File: config.mk
export PLATFORM = sky130hd
export DESIGN_NAME = avg_channel_scheduler
export DESIGN_NICKNAME = d
export VERILOG_FILES = /design/src/rtl/avg_channel_scheduler.sv
export SDC_FILE = /design/constraint.sdc
export NUM_CORES = 1
export LEC_CHECK = 0
export ABC_AREA = 0
export ABC_CLOCK_PERIOD_IN_PS = 2780
export CORE_ASPECT_RATIO = 1.1
export CORE_MARGIN = 4
export CORE_UTILIZATION = 39
export DETAILED_ROUTE_END_ITERATION = 10
export GPL_ROUTABILITY_DRIVEN = 0
export HOLD_SLACK_MARGIN = 0.02
export PLACE_DENSITY = 0.86
export REMOVE_ABC_BUFFERS = 1
export SETUP_SLACK_MARGIN = 0.15
export SYNTH_ARGS = -nofsm -noshare
export SYNTH_HDL_FRONTEND = slang
export SYNTH_SLANG_ARGS = --single-unit
File: constraint.sdc
create_clock -name clk -period 2.78 [get_ports clk]
set_input_delay 0.834 -clock clk [delete_from_list [all_inputs] [get_ports clk]]
set_output_delay 0.834 -clock clk [all_outputs]
set_load 0.005 [all_outputs]
File: src/rtl/avg_channel_scheduler.sv
// Round-robin front end sharing one moving-average filter between channels.
// Streams one window per grant, then returns the tagged filter result.
module avg_channel_scheduler #(
    parameter int N        = 16,
    parameter int CHANNELS = 4,
    parameter int WINDOW   = 4,
    parameter int TIMEOUT  = 8
) (
    input  logic                         clk,
    input  logic                         rst,
    input  logic [CHANNELS*N-1:0]        in_data,
    input  logic [CHANNELS-1:0]          in_valid,
    output logic [CHANNELS-1:0]          in_ready,
    output logic [N-1:0]                 filt_data,
    output logic                         filt_fit,
    input  logic                         filt_done,
    input  logic [N-1:0]                 filt_result,
    output logic [N-1:0]                 out_data,
    output logic [$clog2(CHANNELS)-1:0]  out_chan,
    output logic                         out_valid,
    input  logic                         out_ready,
    output logic                         busy,
    output logic                         err
);

    localparam int CW   = $clog2(CHANNELS);
    localparam int CNTW = $clog2(WINDOW + 1);
    localparam int WCW  = $clog2(TIMEOUT);

    typedef enum logic [1:0] {
        S_IDLE,
        S_FEED,
        S_WAIT,
        S_OUT
    } state_t;

    state_t          r_state;
    state_t          w_next;
    logic [CW-1:0]   r_g;
    logic [CW-1:0]   r_last;
    logic [CNTW-1:0] r_cnt;
    logic [WCW-1:0]  r_wcnt;
    logic [N-1:0]    r_out_data;
    logic [CW-1:0]   r_out_chan;
    logic            r_err;

    logic [CW-1:0]   w_pick;
    logic            w_found;
    logic            w_sel_valid;
    logic [N-1:0]    w_sel_data;
    logic            w_last_acc;
    logic            w_tmo;

    assign w_sel_valid = in_valid[r_g];
    assign w_sel_data  = in_data[r_g*N +: N];
    assign w_last_acc  = w_sel_valid && (r_cnt == CNTW'(WINDOW - 1));
    assign w_tmo       = r_wcnt == WCW'(TIMEOUT - 1);

    assign busy     = r_state != S_IDLE;
    assign out_data = r_out_data;
    assign out_chan = r_out_chan;
    assign err      = r_err;

    // First valid channel searching upward from the one after the last grant
    always_comb begin
        w_pick  = r_last;
        w_found = 1'b0;
        for (int i = 1; i <= CHANNELS; i++) begin
            logic [CW-1:0] idx;
            idx = r_last + CW'(i);
            if (!w_found && in_valid[idx]) begin
                w_pick  = idx;
                w_found = 1'b1;
            end
        end
    end

    // Next state and per-state handshake outputs
    always_comb begin
        w_next    = r_state;
        in_ready  = '0;
        filt_fit  = 1'b0;
        filt_data = '0;
        out_valid = 1'b0;
        unique case (r_state)
            S_IDLE: begin
                if (w_found) w_next = S_FEED;
            end
            S_FEED: begin
                in_ready[r_g] = 1'b1;
                filt_fit      = w_sel_valid;
                filt_data     = w_sel_data;
                if (w_last_acc) w_next = S_WAIT;
            end
            S_WAIT: begin
                if (filt_done)  w_next = S_OUT;
                else if (w_tmo) w_next = S_IDLE;
            end
            S_OUT: begin
                out_valid = 1'b1;
                if (out_ready) w_next = S_IDLE;
            end
            default: w_next = S_IDLE;
        endcase
    end

    // State register
    always_ff @(posedge clk or negedge rst) begin
        if (!rst) r_state <= S_IDLE;
        else      r_state <= w_next;
    end

    // Grant, counters, result capture and sticky error
    always_ff @(posedge clk or negedge rst) begin
        if (!rst) begin
            r_g        <= '0;
            r_last     <= CW'(CHANNELS - 1);
            r_cnt      <= '0;
            r_wcnt     <= '0;
            r_out_data <= '0;
            r_out_chan <= '0;
            r_err      <= 1'b0;
        end else begin
            unique case (r_state)
                S_IDLE: begin
                    if (w_found) begin
                        r_g   <= w_pick;
                        r_cnt <= '0;
                    end
                end
                S_FEED: begin
                    if (w_sel_valid) r_cnt <= r_cnt + 1'b1;
                    if (w_last_acc)  r_wcnt <= '0;
                end
                S_WAIT: begin
                    if (filt_done) begin
                        r_out_data <= filt_result;
                        r_out_chan <= r_g;
                    end else if (w_tmo) begin
                        r_err  <= 1'b1;
                        r_last <= r_g;
                    end else begin
                        r_wcnt <= r_wcnt + 1'b1;
                    end
                end
                S_OUT: begin
                    if (out_ready) r_last <= r_g;
                end
                default: ;
            endcase
        end
    end

endmodule

## Word level (Yosys, flattened, before mapping)

Cells that the tools add are included.

- Memories: 0
- Flip-flop bits (word level): 31
- ROM bits: 0
- Word-level logic and storage cells: 95
- Bits in latches: 0
- Bits in writable memories: 0

- Shift operators: 1
- Reductions and logical operators: 20
- Multiplexer cells: 41
- $add $sub $neg: 5
- Divide/modulo/power cells: 0
- Order comparisons: 6
- Equal/unequal tests: 13
- Multiply operators: 0
- Bitwise gates (word level): 1

Operators with widths:

| kind | count |
|---|---|
| variable part select 64 x 7 -> 16 bit | 1 |
| 2-to-1 mux 2 bit | 12 |
| 2-to-1 mux 16 bit | 1 |
| < comparator 2 x 3 -> 1 bit, second input constant | 5 |
| 2-to-1 mux 3 bit | 5 |
| inequality test 2 bit, second input constant | 7 |
| 2-to-1 mux 1 bit | 12 |
| one-hot mux 3 bit (2 select lines) | 2 |
| AND reduction 4 bit | 3 |
| binary-select mux 1 bit (select 2 bit) | 5 |
| one-hot mux 2 bit (4 select lines) | 1 |
| nonzero test 2 bit | 4 |
| adder 3 x 1 -> 3 bit, second input constant | 2 |
| AND reduction 3 bit | 2 |
| logical AND 1 bit | 5 |
| adder 2 bit, second input constant | 2 |
| equality test 2 bit, second input constant | 2 |
| 2-to-1 mux 4 bit | 1 |
| one-hot mux 2 bit (2 select lines) | 1 |
| AND reduction 2 bit | 2 |
| equality test 3 x 2 -> 1 bit, second input constant | 1 |
| equality test 3 bit, second input constant | 1 |
| logical NOT 1 bit | 3 |
| inequality test 3 bit, second input constant | 1 |
| other kinds (6) | 6 |

## Logic depth before layout (Yosys ltp)

Gate-level depths: netlist of run 1.

- Depth after elaboration: 15
- Depth in mapped cells: 6
- Depth with buffers taken out: 6

## Worst setup path after synthesis of run 1

Ideal clock, no wire load.

- Path type: input-to-output
- Start point: input port in_data[48]
- End point: output port filt_data[0]
- Path buffers: 0
- Setup slack: 537 ps
- Data arrival time: 1409 ps
- Stages: 2
- Required time: 1946 ps
- Cells stage by stage: mux4_2 > nor2b_1

- Cells in the longest elaborated chain, start to end: 2

Ends and longest elaborated chain:

| what | RTL line | source |
|---|---|---|
| start, declared | 11 | `input logic [CHANNELS*N-1:0] in_data,` |
| variable part select 64 x 7 -> 16 bit | 55 | `assign w_sel_data = in_data[r_g*N +: N];` |
| 2-to-1 mux 16 bit | 85 | `unique case (r_state)` |
| end, declared | 14 | `output logic [N-1:0] filt_data,` |

No other way between the ends.

## Final worst setup path of run 1

- Start point: input port in_data[42]
- End point: output port filt_data[10]

The elaborated chain is that of the path after synthesis.

==> impl_metrics.json, run 1 <==
{
  "tightest_slew_ns": 0.393,
  "fmax_mhz": 381,
  "setup_tns_ns": 0,
  "hold-path-cell-count": 1,
  "dr.pass1.iters": 4,
  "dp_hpwl_mm": 5.02,
  "synthAdderAreaFrac_pct": 2.51,
  "fp-row-count": 27,
  "cts_root_buf": "clkbuf_8",
  "wl_mm": 6.20,
  "p_sw_mw": 1.05,
  "grt_use_total_pct": 20.2,
  "netlist_area_um2": 1990,
  "hold_class": "register to register",
  "syn_area_per_cell_um2": 12.5,
  "synth-main-ff-cell": "dfrtp_1",
  "netlist_instances": 159,
  "clkPwrFrac_pct": 12.3,
  "worst_clock_skew_ns": 0.00126,
  "maxSlewViolCount": 0,
  "routedWlPerCell_um": 17.2,
  "drt_iter0_drc": 32,
  "cts_sinks": 31,
  "end_kind": "output port",
  "yosysSeqAreaShare_pct": 39.1,
  "r2r_cells": 6,
  "core_um2": 4970,
  "reg2reg_slack_ns": 1.18,
  "grt-ovfl-total": 0,
  "finalHoldViolations": 0,
  "synth_cell_types": 37,
  "fin_area_um2": 3430,
  "io-pin-count": 130,
  "p_comb_share_pct": 61.7,
  "p_leak_nw": 1.57,
  "start_util_pct": 40.1,
  "synthArstFlopShare_pct": 100,
  "dpl_cell_area_um2": 3380,
  "drc": 0,
  "finalCriticalPeriod_ns": 2.62,
  "worst-setup-path-type": "input pin to output port",
  "yosysTopAreaCell": "dfrtp_1",
  "synth_top_family_by_area": "multiplexers",
  "die_h_um": 83.0,
  "grt_pass1_wl_mm": 10.3,
  "numCtsBuffers": 5,
  "powerDensity_nw_per_um2": 918,
  "setup_viol": 0,
  "cp_max_fo": 1,
  "synthXorXnorAreaFrac_pct": 0,
  "yosys_register_bits": 31,
  "critPathArrivalTime_ns": 1.79,
  "fin_hold_ws_ns": 0.464,
  "synthSimpleGateAreaFrac_pct": 14.5,
  "dieWidth_um": 76.1,
  "final_util_pct": 69.1,
  "seqPwrFrac_pct": 25.9,
  "finalPower_mw": 3.15,
  "power.internal_mw": 2.10,
  "synth.area.mux_share_pct": 32.7,
  "die_area_um2": 6320,
  "vdd_drop_max_mv": 0.570,
  "synth-edff-count": 0,
  "synth.most_common_cell": "dfrtp_1",
  "worst_setup_hold_path_clk_slew_ns": 0.06,
  "cts_tree": "done",
  "swShare_pct": 33.3,
  "rr_endpoint": "r_wcnt[0]",
  "synth-compound-area-share_pct": 6.09,
  "nNetsFinal": 393,
  "crit_path_start_kind": "input pin",
  "synth-warning-count": 0,
  "clockBufferDepth": 2,
  "grt_setup_unrepaired": "yes",
  "period_share_pct": 94.3,
  "synthTopCellsByArea": "dfrtp_1, mux4_2, mux2_2",
  "synthToLayoutAreaGrowth_pct": 72.4,
  "cap_violations": 0,
  "holdPathEnd": "err",
  "antenna_cells": 0,
  "required_ns": 1.95,
  "grt_pass1_vias": 2046,
  "drt-vias-per-instance": 5.04,
  "final_layout_size_suffix_gt1_share_pct": 31.1,
  "worst_skew_pair.late_latency_ns": 0.28,
  "grt_max_degree": 32,
  "port-buffer-count": 129,
  "status": "finished clean",
  "postRouteAntennaNets": 0,
  "synthTopCellsByCount": "dfrtp_1, mux2_2, mux4_2, nor2b_1, nand2_1",
  "hp-start": "err",
  "antenna_found_initial": 0,
  "postCtsHoldBufs": 0,
  "htreeDepth": 2,
  "reg2reg_from": "r_state[0]",
  "maxSlewHeadroom_pct": 73.8,
  "num_vias": 1816,
  "yosysTopAreaCellShare_pct": 36.4
}
-- through the flow --
step	cells	setup slack, ns
finish	360	0.158
global route	360	0.107
CTS	356	0.0849
detailed placement	347	-0.434
global placement	347	-0.430
floorplan	149	0.198
-- critical path, cell delays in order --
cell	delay (ns)
dlygate4sd2_1	0.24
mux4_2	0.45
nor2b_1	0.14
buf_2	0.13
-- area by class of cell --
| type | count | area [um^2] |
|---|---|---|
| multi-input combinational | 112 | 1140 |
| clock buffer | 7 | 96.3 |
| timing repair buffer | 145 | 1310 |
| tap | 58 | 72.6 |
| inverter | 6 | 22.5 |
| clock inverter | 1 | 7.51 |
| sequential | 31 | 782 |
| fill | 399 | 1530 |
-- worst max-delay path by stage --
stage	from	end
2_1_floorplan	r_g[0]	filt_data[0]
3_3_place_gp	in_data[59]	filt_data[11]
3_5_place_dp	in_data[59]	filt_data[11]
4_1_cts	in_data[59]	filt_data[11]
5_1_grt	in_data[42]	filt_data[10]
6_report	in_data[42]	filt_data[10]
-- per-layer routing --
metal	up-vias	share of wire (%)	track usage, %
met3	8	11	9.00
met5	-	0	0
li1	864	-	-
met4	0	1.7	6.52
met2	95	50	35.3
met1	849	37	21.6
-- flip-flops by register name (all words and copies together) (netlist names) --
signal	cells
out_data	16
r_last	2
r_wcnt	3
r_cnt	3
r_g	2
r_state	2
err	1
out_chan	2
-- logic make-up after synthesis --
group                      count (synthesis)
and+or+nand+nor                           51
DFF                                       31
AOI/OAI and AO/OA                         16
muxes                                     41
buffers and inverters                     16
adders and majority gates                  4
-- cells in the final DEF, fill, tap and decap left out, drive strengths merged, types with 2 or more instances in the layout --
cell type | netlist | routed
ha | 4 | 4
dlymetal6s2s | 0 | 2
nand3b | 3 | 3
clkdlybuf4s50 | 0 | 42
buf | 9 | 32
nor3b | 2 | 2
mux2i | 5 | 5
dlygate4sd2 | 0 | 38
dfrtp | 29 | 29
clkdlybuf4s15 | 0 | 30
a21oi | 4 | 4
o22ai | 3 | 3
nor2 | 7 | 7
nand2 | 13 | 13
inv | 6 | 6
and2 | 3 | 3
mux4 | 16 | 16
dfstp | 2 | 2
nand2b | 2 | 2
mux2 | 20 | 20
o21ai | 3 | 3
nor2b | 16 | 16
clkbuf | 1 | 8
o221ai | 2 | 2
-- power by group through the flow --
stage / logic (mW) / registers (mW) / clock network (mW)
after floorplan: 0.850 / 0.915 / 0
after global placement: 2.00 / 0.828 / 0
after detailed placement: 2.04 / 0.849 / 0
after CTS: 1.93 / 0.835 / 0.409
after global routing: 2.14 / 0.847 / 0.427
final: 1.95 / 0.818 / 0.389
-- what timing repair did --
item,CTS,global route
setup endpoints to repair,19,16
buffers inserted,1,4
resized for setup,144,32
Power figures use the tool's default switching activity.
==> run 2, diff against run 1 <==
- CORE_MARGIN: 4 -> default
==> run 2 against run 1 <==
Against the previous run: clock-buffer cell count rose by 1; fmax barely moved; combinational power rose by 4%; non-clock buffer count fell by 2; critical path depth did not move; clock power rose by 2%; setup slack barely moved.
==> impl_metrics.json, run 2 (synthesis gave the netlist of run 1 again) <==
{
  "layout_common_cells": "dlygate4sd2_1, clkdlybuf4s50_1, dfrtp_1, clkdlybuf4s15_1, mux2_2",
  "worst_setup_hold_path_clk_slew_ns": 0.07,
  "maxSlewHeadroom_pct": 73.5,
  "drt_iter0_drc": 58,
  "nNetsFinal": 391,
  "layout_commonest_cell": "dlygate4sd2_1",
  "route.met3.wl_um": 722,
  "postRouteAntennaNets": 0,
  "drc": 0,
  "core_um2": 4780,
  "critPathArrivalTime_ns": 1.79,
  "dieWidth_um": 70.1,
  "num_vias": 1867,
  "cts_tree": "done",
  "grt_use_total_pct": 23.9,
  "vdd_drop_max_mv": 0.668,
  "synthToLayoutAreaGrowth_pct": 73.2,
  "final_layout_size_suffix_gt1_share_pct": 32.3,
  "cts_sinks": 31,
  "finalHoldViolations": 0,
  "hold_class": "register to register",
  "fin_hold_ws_ns": 0.459,
  "required_ns": 1.95,
  "multi_input_area_um2": 1190,
  "postCtsHoldBufs": 0,
  "worst_clock_skew_ns": 0.00991,
  "fmax_mhz": 381,
  "dr.pass1.iters": 4,
  "dp_hpwl_mm": 4.67,
  "grt_setup_unrepaired": "yes",
  "end_kind": "output port",
  "final.fill_count": 365,
  "die_h_um": 77.0,
  "worst_skew_pair.late_latency_ns": 0.29,
  "finalCriticalPeriod_ns": 2.62,
  "p_leak_nw": 1.58,
  "grt-ovfl-total": 0,
  "antenna_found_initial": 0,
  "clockBufferDepth": 2,
  "drt-vias-per-instance": 5.24,
  "numCtsBuffers": 5,
  "io-pin-count": 130,
  "top_layer_used": "met4",
  "largest_reg_flops": 16,
  "regArea_um2": 782,
  "reg2reg_from": "r_g[0]",
  "routedWlPerCell_um": 17.4,
  "wl_met1_mm": 2.28,
  "fp-row-count": 26,
  "period_share_pct": 94.3,
  "cp-startpoint": "in_data[49]",
  "cts_root_buf": "clkbuf_8",
  "hp-start": "err",
  "maxSlewViolCount": 0,
  "cp_max_fo": 1,
  "start_util_pct": 41.7,
  "wl_mm": 6.18,
  "port-buffer-count": 129,
  "dr_wl_met2_mm": 3.10,
  "grt_pass1_wl_mm": 9.77,
  "status": "finished clean",
  "setup_viol": 0,
  "worst-setup-path-type": "input pin to output port",
  "die_area_um2": 5400,
  "final_util_pct": 72.2,
  "antenna_cells": 0,
  "cap_violations": 0,
  "grt_max_degree": 32,
  "crit_path_start_kind": "input pin",
  "grt_pass1_vias": 2017,
  "tightest_slew_ns": 0.397,
  "powerDensity_nw_per_um2": 937,
  "htreeDepth": 2
}
==> run 2: through the flow <==
stage	power, mW	instance area, um^2	setup slack (ns)	std cells	setup TNS [ns]
CTS	3.14	3370	0.152	356	0
global placement	2.81	3380	-0.423	345	-5.38
floorplan	1.77	1910	0.198	149	0
global route	3.45	3450	0.137	356	0
finish	3.23	3450	0.158	356	0
detailed placement	2.87	3380	-0.415	345	-5.66
==> run 2: path summary, 6_finish.rpt <==
check,to,slack (ns),cells after the start
worst max-delay path,filt_data[1],0.16,4
worst min-delay path,err,0.46,1
worst max register to register,r_state[1],1.06,6
worst min register to register,err,0.46,1
max in group asynchronous,r_last[1],1.52,2
min in group asynchronous,r_cnt[0],0.93,2
==> run 2: area by class of cell <==
class	count	share of cell area, %
tap	56	2.03
clock buffer	8	2.90
multi-input combinational	112	34.4
sequential	31	22.7
inverter	6	0.653
timing repair buffer	143	37.3
==> run 2: where the power goes <==
part           internal, mW  total, mW  switching [mW]
clock network         0.226      0.395           0.169
logic                  1.24       2.02           0.785
registers             0.680      0.818           0.138
==> run 2: worst max-delay path, stage by stage <==
cell           delay (ns)
dlygate4sd2_1        0.23
mux4_2               0.45
nor2b_1              0.14
buf_2                0.14
==> run 2: timing repair <==
action | CTS | global route
pin swaps | 0 | 0
setup buffers | 3 | 0
setup endpoints to repair | 19 | 14
gates resized for setup | 144 | 32
==> run 2: per-layer routing <==
metal / vias to the layer above / track usage [%]
met5: - / 0
met4: 0 / 9.20
met3: 5 / 9.59
met2: 112 / 42.8
met1: 892 / 24.7
li1: 858 / -
==> run 3, diff against run 2 <==
- PLACE_DENSITY: 0.86 -> 0.95
==> run 3 against run 2 <==
Against the previous run: hold slack gained 0.014 ns; register-to-register slack worse by 0.05 ns; sequential cell count is the same; fmax rose by 0.19%; first-iteration DRC count grew 12%; via count is 1.2% higher; total power up 1.6%; cell count rose by 0.84%; critical path depth is the same; clock-buffer cell count fell by 3.
==> impl_metrics.json, run 3 (synthesis gave the netlist of run 1 again) <==
{
  "stdcell_count": 359,
  "cts_tree": "done",
  "worst_setup_hold_path_clk_slew_ns": 0.07,
  "setup_viol": 0,
  "hold_class": "register to register",
  "maxSlewViolCount": 0,
  "end_kind": "output port",
  "postRouteAntennaNets": 0,
  "antenna_cells": 0,
  "period_share_pct": 94.1,
  "final_util_pct": 73.0,
  "worst-setup-path-type": "input pin to output port",
  "port-buffer-count": 129,
  "worst_skew_pair.late_latency_ns": 0.28,
  "worst_slack_ns": 0.163,
  "numCtsBuffers": 5,
  "clockBufferDepth": 2,
  "grt_pass1_vias": 1896,
  "num_vias": 1890,
  "grt_pass1_wl_mm": 9.29,
  "grt_setup_unrepaired": "yes",
  "status": "finished clean",
  "finalCriticalPeriod_ns": 2.62,
  "seqPwrFrac_pct": 25.3,
  "clkPwrFrac_pct": 13.4,
  "dp_hpwl_mm": 4.57,
  "layout_commonest_cell": "clkdlybuf4s15_1",
  "drt-vias-per-instance": 5.26,
  "largest_reg_flops": 16,
  "postCtsHoldBufs": 0,
  "dieWidth_um": 70.1,
  "dp.cells": 344,
  "grt_use_total_pct": 22.3,
  "required_ns": 1.95,
  "finalPower_mw": 3.29,
  "cp_max_fo": 1,
  "io-pin-count": 130,
  "fp-row-count": 26,
  "core_um2": 4780,
  "cts_sinks": 31,
  "dpl_cell_area_um2": 3360,
  "critPathArrivalTime_ns": 1.78,
  "crit_path_top_delay_cell": "mux4_2",
  "power.internal_mw": 2.19,
  "synthToLayoutAreaGrowth_pct": 75.3,
  "dp_slack_ns": -0.395,
  "die_h_um": 77.0,
  "p_comb_share_pct": 61.3,
  "powerDensity_nw_per_um2": 941,
  "worst_clock_skew_ns": 0.00430,
  "grt-ovfl-total": 0,
  "drc": 0,
  "fin_area_um2": 3490,
  "drt_iter0_drc": 65,
  "start_util_pct": 41.7,
  "cts_root_buf": "clkbuf_8",
  "routedWlPerCell_um": 16.6,
  "swShare_pct": 33.4,
  "crit_chain": "dlygate4sd2_1, mux4_2, nor2b_1, buf_2",
  "final_layout_size_suffix_gt1_share_pct": 32.3,
  "wl_mm": 5.98,
  "slowest_delay_ns": 0.44,
  "cap_violations": 0,
  "vdd_drop_max_mv": 0.667,
  "dr.pass1.iters": 4,
  "layout_common_cells": "clkdlybuf4s15_1, clkdlybuf4s50_1, dfrtp_1",
  "p_leak_nw": 1.56,
  "crit_path_start_kind": "input pin",
  "htreeDepth": 2,
  "die_area_um2": 5400,
  "tightest_slew_ns": 0.539,
  "antenna_found_initial": 0,
  "maxSlewHeadroom_pct": 64.1,
  "fmax_mhz": 382,
  "finalHoldViolations": 0,
  "nNetsFinal": 394,
  "grt_max_degree": 32,
  "p_sw_mw": 1.10
}
run 3: cell count changes in the layout (fill, tap and decap cells not counted), sizes merged:
cell | previous run | this run
clkdlybuf4s15 | 26 | 49
dlygate4sd2 | 44 | 19
clkdlybuf4s50 | 42 | 44
bufinv | 0 | 1
clkinv | 0 | 2
clkbuf | 9 | 6
buf | 30 | 33
run 3: repair_timing:
action / in CTS / in global routing
gates resized for setup: 159 / 35
buffers inserted: 2 / 5
pin swaps: 1 / 1
setup endpoints to repair: 20 / 18
run 3: per-stage QoR:
| step | setup TNS [ns] | hold WS (ns) |
|---|---|---|
| after floorplan | 0 | 0.451 |
| after detailed placement | -5.88 | 0.466 |
| after CTS | 0 | 0.482 |
| after global placement | -5.74 | 0.456 |
| after global routing | 0 | 0.497 |
| final | 0 | 0.474 |
run 3: worst paths after layout:
check | start | end | slack (ns) | cells after the start
max | in_data[48] | filt_data[0] | 0.16 | 4
min | err | err | 0.47 | 1
max reg2reg | r_g[0] | r_state[1] | 1.01 | 6
min reg2reg | err | err | 0.47 | 1
max in group asynchronous | rst | r_last[0] | 1.52 | 2
min in group asynchronous | rst | out_data[9] | 0.94 | 2
run 3: final cells by class:
type | count | area [um^2]
Clock buffer | 5 | 68.8
Tap cell | 56 | 70.1
Inverter | 6 | 22.5
Sequential cell | 31 | 781
Fill cell | 332 | 1290
Multi-Input combinational cell | 112 | 1170
Clock inverter | 3 | 43.8
Timing Repair Buffer | 146 | 1340
run 3: layer usage:
metal	global-route usage [%]	vias to the layer above	routed length, um
met1	25.9	904	2290
met4	7.20	0	71
met5	0	-	0
li1	-	867	-
met3	6.57	5	565
met2	39.0	114	3050
run 3: power groups by stage:
stage | Combinational (mW) | Clock, mW | Sequential [mW]
2_1_floorplan | 0.850 | 0 | 0.915
3_3_place_gp | 1.94 | 0 | 0.823
3_5_place_dp | 2.00 | 0 | 0.841
4_1_cts | 1.86 | 0.454 | 0.836
5_1_grt | 2.17 | 0.477 | 0.857
6_report | 2.01 | 0.441 | 0.831
run 3: worst max-delay path: cells and delay by family:
| kind | cells | cell delay (ns) |
|---|---|---|
| muxes | 1 | 0.44 |
| and+or+nand+nor | 1 | 0.14 |
| buffers and inverters | 2 | 0.37 |
